$ cat src/rtl/string_typewriter.sv
// Runtime-writable text overlay with a frame-paced typewriter reveal and an
// optional blink once the whole string is shown. Also contains the character
// renderer (draw_rect_char) and glyph ROM (font_rom) it drives.
//
// VGA bus layout: {vcount[10:0], vsync, vblnk, hcount[10:0], hsync, hblnk, rgb[11:0]}
`ifndef VGA_BUS_SIZE
`define VGA_BUS_SIZE 38
`endif

// Glyph ROM: 8-pixel line of character {addr[10:4]} at line addr[3:0], one
// cycle of read latency. Codes up to 7'h20 (control codes, space, blank 7'h00)
// are empty; printable codes use a compact generated glyph set with empty top
// and bottom lines so adjacent rows stay separated.
module font_rom (
  input  logic        clk,
  input  logic [10:0] addr,
  output logic [7:0]  char_line_pixels
);
  logic [6:0] code;
  logic [3:0] line;
  logic [7:0] rom_d;

  assign code = addr[10:4];
  assign line = addr[3:0];

  // Glyph line generation
  always_comb begin
    rom_d = 8'h00;
    if (code > 7'h20 && line != 4'd0 && line != 4'd15) begin
      rom_d = {1'b1, code} ^ {line, line};
    end
  end

  // Synchronous read port
  always_ff @(posedge clk) begin
    char_line_pixels <= rom_d;
  end
endmodule

// Character-cell renderer: turns the incoming pixel position into a character
// coordinate and glyph line, then paints TEXT_COLOUR where the glyph bit is set.
// Two-cycle latency; the glyph lookup overlaps the first stage.
module draw_rect_char #(
  parameter int          TEXT_POS_X  = 0,
  parameter int          TEXT_POS_Y  = 0,
  parameter int          TEXT_SIZE_X = 1,
  parameter int          TEXT_SIZE_Y = 1,
  parameter int          FONT_SIZE   = 1,
  parameter logic [11:0] TEXT_COLOUR = 12'hFFF
) (
  input  logic                     clk,
  input  logic                     rst,
  input  logic                     text_en,
  input  logic [`VGA_BUS_SIZE-1:0] vga_bus_in,
  output logic [`VGA_BUS_SIZE-1:0] vga_bus_out,
  input  logic [7:0]               char_pixels,
  output logic [7:0]               char_xy,
  output logic [3:0]               char_line
);
  localparam int SCALE = 2 ** (FONT_SIZE - 1);
  localparam int BOX_W = 8 * SCALE * TEXT_SIZE_X;
  localparam int BOX_H = 16 * SCALE * TEXT_SIZE_Y;

  logic [10:0] hcount, vcount, rel_x, rel_y;
  logic [6:0]  px_x;
  logic [7:0]  px_y;
  logic        in_box;
  logic        unused_rel;

  logic [`VGA_BUS_SIZE-1:0] bus_d1_q, bus_out_q;
  logic                     in_box_q;
  logic [2:0]               col_q;

  assign hcount = vga_bus_in[24:14];
  assign vcount = vga_bus_in[37:27];
  assign rel_x  = hcount - 11'(TEXT_POS_X);
  assign rel_y  = vcount - 11'(TEXT_POS_Y);
  // Dividing by the scale is a plain bit offset since scale is a power of two.
  assign px_x   = rel_x[FONT_SIZE-1 +: 7];
  assign px_y   = rel_y[FONT_SIZE-1 +: 8];
  assign unused_rel = ^{rel_x, rel_y};

  assign in_box = ({1'b0, hcount} >= 12'(TEXT_POS_X)) &&
                  ({1'b0, hcount} <  12'(TEXT_POS_X + BOX_W)) &&
                  ({1'b0, vcount} >= 12'(TEXT_POS_Y)) &&
                  ({1'b0, vcount} <  12'(TEXT_POS_Y + BOX_H));

  assign char_xy   = {px_x[6:3], px_y[7:4]};
  assign char_line = px_y[3:0];

  // Stage 1: hold the pixel while the glyph line is fetched
  always_ff @(posedge clk or posedge rst) begin
    if (rst) begin
      bus_d1_q <= '0;
      in_box_q <= 1'b0;
      col_q    <= 3'd0;
    end else begin
      bus_d1_q <= vga_bus_in;
      in_box_q <= in_box;
      col_q    <= px_x[2:0];
    end
  end

  // Stage 2: paint lit glyph pixels, otherwise pass the bus through
  always_ff @(posedge clk or posedge rst) begin
    if (rst) begin
      bus_out_q <= '0;
    end else begin
      bus_out_q <= bus_d1_q;
      if (text_en && in_box_q && char_pixels[3'd7 - col_q]) begin
        bus_out_q[11:0] <= TEXT_COLOUR;
      end
    end
  end

  assign vga_bus_out = bus_out_q;
endmodule

module string_typewriter #(
  parameter int          TEXT_SIZE_X   = 7,
  parameter int          TEXT_SIZE_Y   = 1,
  parameter int          FONT_SIZE     = 3,
  parameter int          TEXT_POS_X    = 0,
  parameter int          TEXT_POS_Y    = 120,
  parameter logic [11:0] TEXT_COLOUR   = 12'h03A,
  parameter int          REVEAL_FRAMES = 4,
  parameter int          BLINK_FRAMES  = 30
) (
  input  logic                     clk,
  input  logic                     rst,
  input  logic                     module_en,
  input  logic                     frame_tick,
  input  logic                     start,
  input  logic                     blink_en,
  input  logic                     wr_en,
  input  logic [7:0]               wr_addr,
  input  logic [6:0]               wr_char,
  input  logic [`VGA_BUS_SIZE-1:0] vga_bus_in,
  output logic [`VGA_BUS_SIZE-1:0] vga_bus_out,
  output logic [7:0]               reveal_count,
  output logic                     reveal_done
);
  // state   | meaning
  // IDLE    | nothing revealed, waiting for start
  // REVEAL  | one more character every REVEAL_FRAMES frame ticks
  // SHOW    | whole string revealed, optional blink
  localparam logic [1:0] ST_IDLE   = 2'd0;
  localparam logic [1:0] ST_REVEAL = 2'd1;
  localparam logic [1:0] ST_SHOW   = 2'd2;

  localparam int         N        = TEXT_SIZE_X * TEXT_SIZE_Y;
  localparam logic [7:0] N8       = 8'(N);
  localparam logic [7:0] REV_LAST = 8'(REVEAL_FRAMES - 1);
  localparam logic [7:0] BLK_LAST = 8'(BLINK_FRAMES - 1);

  logic [6:0] buf_q [N];

  logic [1:0] state_q, state_d;
  logic [7:0] reveal_count_q, reveal_count_d;
  logic [7:0] frame_div_q, frame_div_d;
  logic [7:0] blink_div_q, blink_div_d;
  logic       visible_q, visible_d;

  logic [7:0]  char_xy;
  logic [3:0]  char_line;
  logic [7:0]  char_pixels;
  logic [6:0]  char_code;
  logic [6:0]  rd_char;
  logic [7:0]  rd_idx, wr_idx;
  logic        rd_ok, wr_ok;

  assign wr_ok  = ({1'b0, wr_addr[7:4]} < 5'(TEXT_SIZE_X)) &&
                  ({1'b0, wr_addr[3:0]} < 5'(TEXT_SIZE_Y));
  assign wr_idx = {4'd0, wr_addr[3:0]} * 8'(TEXT_SIZE_X) + {4'd0, wr_addr[7:4]};

  assign rd_ok  = ({1'b0, char_xy[7:4]} < 5'(TEXT_SIZE_X)) &&
                  ({1'b0, char_xy[3:0]} < 5'(TEXT_SIZE_Y));
  assign rd_idx = {4'd0, char_xy[3:0]} * 8'(TEXT_SIZE_X) + {4'd0, char_xy[7:4]};

  // Character buffer: reset to spaces, in-range writes only
  always_ff @(posedge clk or posedge rst) begin
    if (rst) begin
      for (int i = 0; i < N; i++) buf_q[i] <= 7'h20;
    end else if (wr_en && wr_ok) begin
      for (int i = 0; i < N; i++) begin
        if (wr_idx == 8'(i)) buf_q[i] <= wr_char;
      end
    end
  end

  // Buffer read by linear index
  always_comb begin
    rd_char = 7'h00;
    for (int i = 0; i < N; i++) begin
      if (rd_idx == 8'(i)) rd_char = buf_q[i];
    end
  end

  assign char_code = (rd_ok && (rd_idx < reveal_count_q) && visible_q) ? rd_char : 7'h00;

  // Reveal / blink sequencing; start overrides everything including a same-cycle tick
  always_comb begin
    state_d        = state_q;
    reveal_count_d = reveal_count_q;
    frame_div_d    = frame_div_q;
    blink_div_d    = blink_div_q;
    visible_d      = visible_q;
    if (start) begin
      state_d        = ST_REVEAL;
      reveal_count_d = 8'd0;
      frame_div_d    = 8'd0;
      blink_div_d    = 8'd0;
      visible_d      = 1'b1;
    end else begin
      case (state_q)
        ST_IDLE: ;
        ST_REVEAL: begin
          if (frame_tick) begin
            if (frame_div_q == REV_LAST) begin
              frame_div_d    = 8'd0;
              reveal_count_d = reveal_count_q + 8'd1;
              if (reveal_count_q + 8'd1 == N8) state_d = ST_SHOW;
            end else begin
              frame_div_d = frame_div_q + 8'd1;
            end
          end
        end
        ST_SHOW: begin
          if (blink_en) begin
            if (frame_tick) begin
              if (blink_div_q == BLK_LAST) begin
                blink_div_d = 8'd0;
                visible_d   = ~visible_q;
              end else begin
                blink_div_d = blink_div_q + 8'd1;
              end
            end
          end else begin
            blink_div_d = 8'd0;
            visible_d   = 1'b1;
          end
        end
        default: state_d = ST_IDLE;
      endcase
    end
  end

  // Sequencer registers
  always_ff @(posedge clk or posedge rst) begin
    if (rst) begin
      state_q        <= ST_IDLE;
      reveal_count_q <= 8'd0;
      frame_div_q    <= 8'd0;
      blink_div_q    <= 8'd0;
      visible_q      <= 1'b1;
    end else begin
      state_q        <= state_d;
      reveal_count_q <= reveal_count_d;
      frame_div_q    <= frame_div_d;
      blink_div_q    <= blink_div_d;
      visible_q      <= visible_d;
    end
  end

  assign reveal_count = reveal_count_q;
  assign reveal_done  = (state_q == ST_SHOW);

  font_rom u_font_rom (
    .clk              (clk),
    .addr             ({char_code, char_line}),
    .char_line_pixels (char_pixels)
  );

  draw_rect_char #(
    .TEXT_POS_X  (TEXT_POS_X),
    .TEXT_POS_Y  (TEXT_POS_Y),
    .TEXT_SIZE_X (TEXT_SIZE_X),
    .TEXT_SIZE_Y (TEXT_SIZE_Y),
    .FONT_SIZE   (FONT_SIZE),
    .TEXT_COLOUR (TEXT_COLOUR)
  ) u_draw_rect_char (
    .clk         (clk),
    .rst         (rst),
    .text_en     (module_en),
    .vga_bus_in  (vga_bus_in),
    .vga_bus_out (vga_bus_out),
    .char_pixels (char_pixels),
    .char_xy     (char_xy),
    .char_line   (char_line)
  );
endmodule

$ cat config.mk
export PLATFORM = sky130hd
export DESIGN_NAME = string_typewriter
export DESIGN_NICKNAME = d
export VERILOG_FILES = /design/src/rtl/string_typewriter.sv
export SDC_FILE = /design/constraint.sdc
export NUM_CORES = 1
export LEC_CHECK = 0
export ABC_CLOCK_PERIOD_IN_PS = 6000
export BUFFER_PORTS_ARGS = -buffer_cell sky130_fd_sc_hd__buf_2
export CORE_MARGIN = 2
export CORE_UTILIZATION = 35
export DETAILED_ROUTE_END_ITERATION = 8
export SYNTH_ARGS = -nofsm -noshare
export SYNTH_HDL_FRONTEND = slang
export SYNTH_SLANG_ARGS = --single-unit
$ cat constraint.sdc
create_clock -name clk -period 6 [get_ports clk]
set_input_delay 0.6 -clock clk [delete_from_list [all_inputs] [get_ports clk]]
set_output_delay 0.6 -clock clk [all_outputs]
set_load 0.02 [all_outputs]
# Word-level counts from Yosys, hierarchy flattened
# Cells that the tools add are included.
# W data, S select, Z words.
dict set report totals {
  inputBits 60
  register_bits 164
  output_inout_bits 47
}
dict set report op_classes {
  mul 2
  n_eq_ne 24
  reduce_logical 32
  bitwise 2
  add_sub_neg 7
  order_cmp 10
  muxes 34
}
# op n
set ops {}
lappend ops {{$mux W8} 13}
lappend ops {{$eq A8 B3 Y1 const B} 7}
lappend ops {{$mux W7} 8}
lappend ops {{$eq A8 B2 Y1 const B} 5}
lappend ops {{$add A8 B1 Y8 const B} 3}
lappend ops {{$lt A11 B8 Y1 const B} 2}
lappend ops {{$reduce_and A2 Y1} 9}
lappend ops {{$add A7 B4 Y8} 2}
lappend ops {{$eq A8 B1 Y1 const B} 2}
lappend ops {{$logic_not A8 Y1} 2}
lappend ops {{$mul A4 B3 Y7 const B} 2}
lappend ops {{$mux W12} 1}
lappend ops {{$ne A3 B3 Y1 const B} 4}
lappend ops {{$ge A11 B7 Y1 const B} 1}
lappend ops {{$logic_and A1 B1 Y1} 11}
lappend ops {{$sub A10 B7 Y10 const B} 1}
lappend ops {{$eq A8 B5 Y1 const B} 1}
lappend ops {{$lt A4 B1 Y1 const B} 2}
lappend ops {{$lt A4 B3 Y1 const B} 2}
lappend ops {{$lt A8 B8 Y1} 1}
lappend ops {{$mux W2} 4}
lappend ops {{$reduce_bool A2 Y1} 4}
lappend ops {{$xor A8 B8 Y8} 1}
lappend ops {{$gt A7 B6 Y1 const B} 1}
lappend ops {{other kinds (16)} 22}

# Depth between registers and ports, before layout
# Gate-level depths: netlist (run 1).
dict set report depth {
  depth_word 15
  mapped_depth 20
}

# Hierarchy
# A second synthesis (run 1) with hierarchy kept.
dict set report unflattened {
  hier_cells 619
  hier_area_um2 7627.3
}
# module cells_each area_each_um2 n_inst seq_area_each_um2
set by_module_without_submodules {}
lappend by_module_without_submodules {string_typewriter 452 4959.8 1 1911.8}
lappend by_module_without_submodules {draw_rect_char 134 2323.5 1 1926.8}
lappend by_module_without_submodules {font_rom 33 344.1 1 160.2}

# Least setup slack after synthesis (run 1)
# OpenSTA, ideal clock, no wires.
dict set report synth_timing {
  kind {input to register}
  startpoint {input port vga_bus_in[30]}
  endpoint {register u_font_rom.char_line_pixels[5]}
  slack_ps 615
  n_path_buf 0
  t_arrival_ps 5315
  stages 20
  setup_time_ps 70
  path_cell_list {ha_1 > nand3_1 > nor3b_1 > xor2_1 > fa_1 > inv_1 > fa_1 > inv_1 > ha_1 > a21o_2 > a21oi_1 > and2b_1 > o21a_1 > ha_1 > nand3_1 > o22ai_1 > or4_1 > a2111o_1 > or3b_1 > a21oi_1}
}
dict set report synth_between {
  elab_chain_cells 15
}
# item line
set synth_rtl {}
lappend synth_rtl {{start: declaration} 138} ;# input logic [`VGA_BUS_SIZE-1:0] vga_bus_in,
lappend synth_rtl {{$sub A10 B7 Y10 *} 77} ;# assign rel_y = vcount - 11'(TEXT_POS_Y);
lappend synth_rtl {{$mul A4 B3 Y7} 178} ;# assign rd_idx = {4'd0, char_xy[3:0]} * 8'(TEXT_SIZE_X) + {4'd0, char_xy[7:4]};
lappend synth_rtl {{$add A7 B4 Y8} 178}
lappend synth_rtl {{$logic_not A8 Y1} 195} ;# if (rd_idx == 8'(i)) rd_char = buf_q[i];
lappend synth_rtl {{$mux W7 (7 in a row)} 195}
lappend synth_rtl {{$mux W7} 199} ;# assign char_code = (rd_ok && (rd_idx < reveal_count_q) && visible_q) ? rd_char : 7'h00;
lappend synth_rtl {{$gt A7 B6 Y1} 29} ;# if (code > 7'h20 && line != 4'd0 && line != 4'd15) begin
lappend synth_rtl {{$logic_and A1 B1 Y1 (2 in a row)} 29}
lappend synth_rtl {{end signal: assignment} 36} ;# char_line_pixels <= rom_d;
lappend synth_rtl {{end: declaration} 17} ;# output logic [7:0] char_line_pixels
# Every way passes the cells marked *; elsewhere a longest branch is shown, timed or not.
# A chain may end at the register's enable or synchronous reset.

# Worst setup path after layout (run 1)
dict set report layout_timing {
  startpoint {input port vga_bus_in[30]}
  endpoint {register u_font_rom.char_line_pixels[6]}
}
# The elaborated chain is that of the path after synthesis.

==> results by group, run 1 <==
Clock tree
  – CTS buffer count: 17
  – Clock slew at reported path FFs: 0.07 ns
  – Hold_buf cts: 0
  – Post_cts resized: 0
  – Sink Count: roughly 160
  – H-tree Lvls: 4
  – CTS tree: built
  – CTS Buffer Depth: 2
  – Skew-Pair Late Insertion Delay: between 0.4 and 0.5 ns
  – Setup bufs post-CTS: 0
  – Root Buffer: clkbuf_16

Power and ir drop
  – Leak Pwr: 4.18 nW
  – Worst vdd ir: 0.134 mV
  – Power Density: 313 nW/µm²
  – Total design power: 2.76 mW

Floorplanning
  – I/O pin total: 107
  – Die W: approximately 150 µm
  – Die Y-Extent: about 150 µm
  – Core box area: about 21000 µm²
  – Cell Rows: 53
  – Starting Density: 35.3%
  – Die area: 22300 µm²

Setup path
  – Worst Path Max Fanout: 9
  – Worst Setup Start Kind: input pin
  – Reg-to-Reg Start: reveal_count[6]
  – Required @ worst endpoint: 6.36 ns
  – CP Capture Type: flop
  – Path depth of the worst reg2reg path: 8
  – Crit path DAT: 5.66 ns
  – Crit. Startpoint: vga_bus_in[30]
  – R2R Setup Slk: 3.49 ns
  – Setup CP Type: in2reg
  – Reg2reg end: u_font_rom.char_line_pixels[6]

Drt
  – Routed vias/inst: 4.69
  – Routed via count: 4709
  – WL/cell: 14.4 µm
  – Drt first pass iters: 4
  – Routed Antenna Nets: 0
  – Drt total wl: 14.4 mm
  – DRC viols: 0
  – Initial DRC count: roughly 220

Worst hold path
  – Hold Crit Class: in2async

GRT
  – First-pass GRT wire length: between 20 and 25 mm
  – Gr usage total: 13.7%
  – Vias in the first global route: 4706
  – Total grt overflow: 0
  – Largest net degree at the start of global routing: 78
  – Initial antenna violation count: 1

Final layout
  – # fillers: just under 2000
  – Most frequent cells in the layout: 145 x dfrtp_1, 106 x buf_2, 50 x mux2_2
  – Design area: 8800 µm²
  – Register area: 4000 µm²
  – Post-layout nets: 828
  – Area Overhead vs Synth: 19.2%
  – Fraction of layout cells with a size suffix above 1: around 29%
  – Most common cell after layout, fill and taps aside: dfrtp_1
  – Multi-input gate area in the final layout: 3190 µm²
  – N_diodes: 0

Logic synthesis
  – Share of the synthesized area in the top cell type: a little under 50%
  – Net Count, Synth: roughly 710
  – Syn Inst Count: 601
  – Sequential-to-total area share from yosys stat: 54.2%
  – Flip-flop and latch count after synthesis: roughly 160
  – Top post-synthesis cells by area: dfrtp_1 49%, mux2_2 7.6%, ha_1 6.9%
  – Number of synthesized flops with an enable pin: 0
  – Post-synthesis cell type count: 56
  – Top FF cell, synth: dfrtp_1
  – Synth Warn #: 0
  – Most area-hungry cell type in the Yosys netlist: dfrtp_1
  – Mapped Avg Cell Area: 12.3 µm²
  – Post-synth ARST share: between 90% and 100%
  – Synthesized area: between 7000 and 8000 µm²

Timing
  – RSZ-0062 raised after global routing: no
  – Rel. slew slack: 35.5%
  – Setup TNS: 0 ns
  – Worst-margin pin slew: 0.963 ns
  – Clock skew: 0.00679 ns
  – Final count of hold timing violations: 0
  – Pins Over Slew Limit: 0
  – Max Clk Rate: 188 MHz
  – Tcrit/Tclk final: 88.5%
  – Setup violations, final: 0
  – Final min period: around 5.3 ns

Place
  – DP Area: approximately 8000 µm²
  – Port-buffer cells: around 110
  – Routability cong.: 0.750
  – DP HPWL: 10.1 mm

Run status
  – Status: finished, final reports clean

Run
  – Total of max-cap violations: 0
==> Yosys cell counts (3+ instances only) <==
cell and n:
or4_1 3, nor2_1 28, o21bai_1 3, o21ai_0 13
nand3_1 14, dfxtp_1 8, nand4b_1 3, mux2_2 50
inv_1 34, nor3_1 12, xnor2_1 18, o211ai_1 3
a21o_1 4, mux4_2 3, xor2_1 11, a311oi_1 3
or2_2 5, nor4_1 10, nor2b_1 19, nand4_1 7
nand2b_1 8, dfrtp_1 145, mux2i_1 18, dfstp_2 8
a21oi_1 19, o21a_1 3, a31oi_1 3, ha_1 41
buf_2 6, fa_1 12, a22oi_1 4, nand2_1 32
a211oi_1 4, and3_1 5, nand3b_1 8, clkbuf_1 7
==> layout make-up <==
class	count	area share [%]
clock buffers	18	4.87
repair buffers	111	6.45
multi-input cells	390	36.2
inverters	34	1.51
well taps	275	3.91
flip-flops and latches	161	45.4
clock inverters	14	1.65
==> logic make-up (layout without fill, tap and decap cells) <==
family | count (synthesis) | in the layout | synth area share [%]
flip-flops | 161 | 161 | 54.2
AO/OA/AOI/OAI | 75 | 75 | 6.83
adder cells (fa/ha/maj) | 53 | 53 | 10.2
buffers and inverters | 50 | 177 | 2.69
XOR/XNOR | 29 | 29 | 3.44
multiplexers | 71 | 71 | 11.0
AND/OR/NAND/NOR | 162 | 162 | 11.7
==> through the flow <==
stage               utilization [%]  worst slack [ns]  cells  hold slack (ns)
floorplan                         -             0.615    601            0.331
global placement               39.4             0.320    971            0.331
detailed placement             39.4             0.249    971            0.335
CTS                            42.1             0.696   1003            0.256
global route                   42.1             0.269   1003            0.253
finish                         42.1             0.690   1003            0.268
==> power breakdown <==
part / total, mW / switching [mW] / internal [mW]
sequential: 1.14 / 0.0162 / 1.13
combinational: 0.555 / 0.324 / 0.231
clock: 1.06 / 0.471 / 0.586
==> how the worst max path moves through the flow <==
stage | end | slack (ns)
floorplan | u_font_rom.char_line_pixels[5] | 0.62
finish | u_font_rom.char_line_pixels[6] | 0.69
detailed placement | u_font_rom.char_line_pixels[6] | 0.25
global route | u_font_rom.char_line_pixels[6] | 0.27
global placement | u_font_rom.char_line_pixels[5] | 0.32
CTS | u_font_rom.char_line_pixels[6] | 0.70
==> sequential cells by signal (all words and copies together) (netlist names) <==
signal / cells
state_q: 2
blink_div_q: 8
visible_q: 1
buf_q: 49
reveal_count: 8
u_draw_rect_char.vga_bus_out: 38
u_draw_rect_char.in_box_q: 1
u_draw_rect_char.bus_d1_q: 38
frame_div_q: 8
u_font_rom.char_line_pixels: 8
==> critical path, cell delays in order <==
cell and delay, ns:
buf_2 0.15, ha_1 0.25, nand3_1 0.13, nor3b_1 0.24, xor2_1 0.44, fa_1 0.49, inv_1 0.08, fa_1 0.41
inv_1 0.07, ha_1 0.26, a21o_2 0.20, a21oi_1 0.18, and2b_1 0.20, o21a_1 0.16, ha_1 0.28, nand3_1 0.11
o22ai_1 0.08, or4_1 0.40, a2111o_1 0.40, or3b_1 0.41, a21oi_1 0.13
==> metal layers <==
metal | wire [µm] | GRT usage [%] | up-vias
met5 | 11 | 0 | -
met3 | 568 | 3.33 | 14
met4 | 178 | 4.57 | 2
met1 | 6960 | 18.7 | 2274
met2 | 6690 | 21.6 | 85
li1 | - | - | 2334
Power figures use the tool's default switching activity.
==> run 2: changes to the inputs <==
- RECOVER_POWER: default -> 100
- SLEW_MARGIN: default -> 20
==> run 2 against run 1 <==
Effect of this change:
- the flow now finishes with violations (max-capacitance violations, max-slew violations)
- largest power group unchanged
- final cell count unchanged
- maximum frequency fell by 0.57%
- sequential power is essentially flat
- critical endpoint unchanged
- die area unchanged
==> results by group, run 2 (same netlist as run 1, synthesis figures left out) <==
Clock tree
  – Sink Count: 161 (unchanged)
  – Clock slew at reported path FFs: 0.07 ns (about the same)
  – Skew-Pair Late Insertion Delay: 0.42 ns (about the same)
  – H-tree Lvls: 4 (unchanged)
  – CTS tree: built
  – CTS Buffer Depth: 2 (unchanged)
  – Post_cts resized: 0 (unchanged)
  – Setup bufs post-CTS: 0 (unchanged)
  – Hold_buf cts: 0 (unchanged)
  – CTS buffer count: 17 (unchanged)
  – Root Buffer: clkbuf_16

Timing
  – Final count of hold timing violations: 0 (unchanged)
  – Min Hold Slack: 0.276 ns (+0.00824 ns)
  – Setup violations, final: 0 (unchanged)
  – Tcrit/Tclk final: 89.0% (+0.51 points)
  – Pins Over Slew Limit: 156 (+156)
  – Worst-margin pin slew: 3.24 ns (+2.27 ns)
  – Setup TNS: 0 ns (unchanged)
  – RSZ-0062 raised after global routing: no
  – Rel. slew slack: -117% (-150 points)
  – Max Clk Rate: 187 MHz (-0.57%)
  – Clock skew: 0.00695 ns (+0.000158 ns)
  – Final min period: 5.34 ns (+0.0307 ns)
  – Final WS setup: 0.660 ns (-0.0307 ns)

Place
  – Port-buffer cells: 106 (unchanged)
  – Cell Count Post-Placement: 971 (unchanged)
  – Routability cong.: 0.750 (unchanged)
  – DP Area: 8230 µm² (unchanged)
  – Pre-CTS setup slack: 0.249 ns (unchanged)
  – DP HPWL: 10.1 mm (unchanged)

Floorplanning
  – I/O pin total: 107 (unchanged)
  – Core box area: 20900 µm² (unchanged)
  – Starting Density: 35.3% (unchanged)
  – Die Y-Extent: 149 µm (unchanged)
  – Die area: 22300 µm² (unchanged)
  – Cell Rows: 53 (unchanged)
  – Die W: 149 µm (unchanged)

Drt
  – Drt total wl: 14.5 mm (+0.45%)
  – Drt first pass iters: 4 (unchanged)
  – Routed Antenna Nets: 0 (unchanged)
  – Initial DRC count: 204 (-8.9%)
  – DRC viols: 0 (unchanged)
  – WL/cell: 14.4 µm (+0.45%)
  – Routed via count: 4731 (+0.47%)
  – Routed vias/inst: 4.72 (+0.47%)

Power and ir drop
  – Leak Pwr: 3.99 nW (-4.5%)
  – Worst vdd ir: 0.134 mV (+0.23%)
  – Total design power: 2.75 mW (-0.17%)
  – Power Density: 316 nW/µm² (+0.78%)

GRT
  – Largest net degree at the start of global routing: 78 (unchanged)
  – Total grt overflow: 0 (unchanged)
  – First-pass GRT wire length: 24.0 mm (unchanged)
  – Gr usage total: 13.7% (unchanged)
  – Initial antenna violation count: 1 (unchanged)
  – Vias in the first global route: 4706 (unchanged)

Setup path
  – Worst Path Max Fanout: 7 (-2)
  – Setup CP Type: in2reg
  – Crit path DAT: 5.70 ns (+0.04 ns)
  – Worst Setup Start Kind: input pin
  – CP Capture Type: flop
  – Required @ worst endpoint: 6.36 ns (about the same)

Final layout
  – Design area: 8720 µm² (-0.94%)
  – N_diodes: 0 (unchanged)
  – Final Non-Filler Cells: 1003 (unchanged)
  – Fraction of layout cells with a size suffix above 1: 20.7% (-8.4 points)
  – Post-layout nets: 828 (unchanged)
  – Most common cell after layout, fill and taps aside: dfrtp_1
  – Max reg flops: 49 (unchanged)
  – Most frequent cells in the layout: 145 x dfrtp_1, 62 x clkbuf_1, 50 x mux2_2
  – Area Overhead vs Synth: 18.1%
  – Finished Core Util: 41.7% (-0.40 points)
  – Biggest register: buf_q

Run
  – Total of max-cap violations: 2 (+2)

Run status
  – Status: complete, but fails checks
  – Failing checks: max-capacitance violations, max-slew violations

Worst hold path
  – Hold Crit Class: in2reg
==> run 2: cell count changes in the layout (fill, tap and decap cells not counted), sizes merged <==
cell,previous run,this run
clkbuf,18,80
buf,111,49
clkinvlp,0,1
inv,42,41
==> run 2: final cells by class <==
| class | count | area, µm² |
|---|---|---|
| Sequential cell | 161 | 4000 |
| Inverter | 34 | 129 |
| Multi-Input combinational cell | 390 | 3190 |
| Timing Repair Buffer | 111 | 489 |
| Clock buffer | 18 | 429 |
| Fill cell | 2036 | 12200 |
| Clock inverter | 14 | 145 |
| Tap cell | 275 | 344 |
==> run 2: layer usage <==
| metal | up-vias | global-route usage, % | share of wire [%] |
|---|---|---|---|
| li1 | 2332 | - | - |
| met1 | 2292 | 18.7 | 48 |
| met2 | 91 | 21.6 | 46 |
| met3 | 14 | 3.33 | 3.9 |
| met4 | 2 | 4.57 | 1.2 |
| met5 | - | 0 | 0.076 |
==> run 2: worst paths after layout <==
check	slack [ns]	startpoint	end	depth (start not counted)
max in group asynchronous	2.00	rst	buf_q[30]	3
max reg2reg	3.48	reveal_count[6]	u_font_rom.char_line_pixels[6]	8
min	0.28	vga_bus_in[11]	u_draw_rect_char.bus_d1_q[11]	1
min reg2reg	0.35	u_draw_rect_char.bus_d1_q[37]	u_draw_rect_char.vga_bus_out[37]	0
min in group asynchronous	1.10	rst	u_draw_rect_char.vga_bus_out[14]	2
max	0.66	vga_bus_in[32]	u_font_rom.char_line_pixels[6]	20
==> run 2: worst max-delay path, cell delays in order <==
cell	delay, ns
clkbuf_1	0.23
a41oi_1	0.18
xnor2_1	0.46
inv_1	0.21
fa_1	0.56
inv_1	0.05
fa_1	0.49
inv_1	0.04
ha_1	0.33
a21o_2	0.20
a21oi_1	0.18
and2b_1	0.20
o21a_1	0.16
ha_1	0.28
nand3_1	0.11
o22ai_1	0.08
or4_1	0.40
a2111o_1	0.40
or3b_1	0.40
a21oi_1	0.13
==> run 2: power breakdown <==
group          switching, mW  total (mW)  internal (mW)  leakage [nW]
combinational          0.323       0.549          0.225          1.72
sequential            0.0166        1.15           1.13          1.99
clock                  0.471        1.06          0.586         0.287
total                  0.811        2.75           1.94          3.99
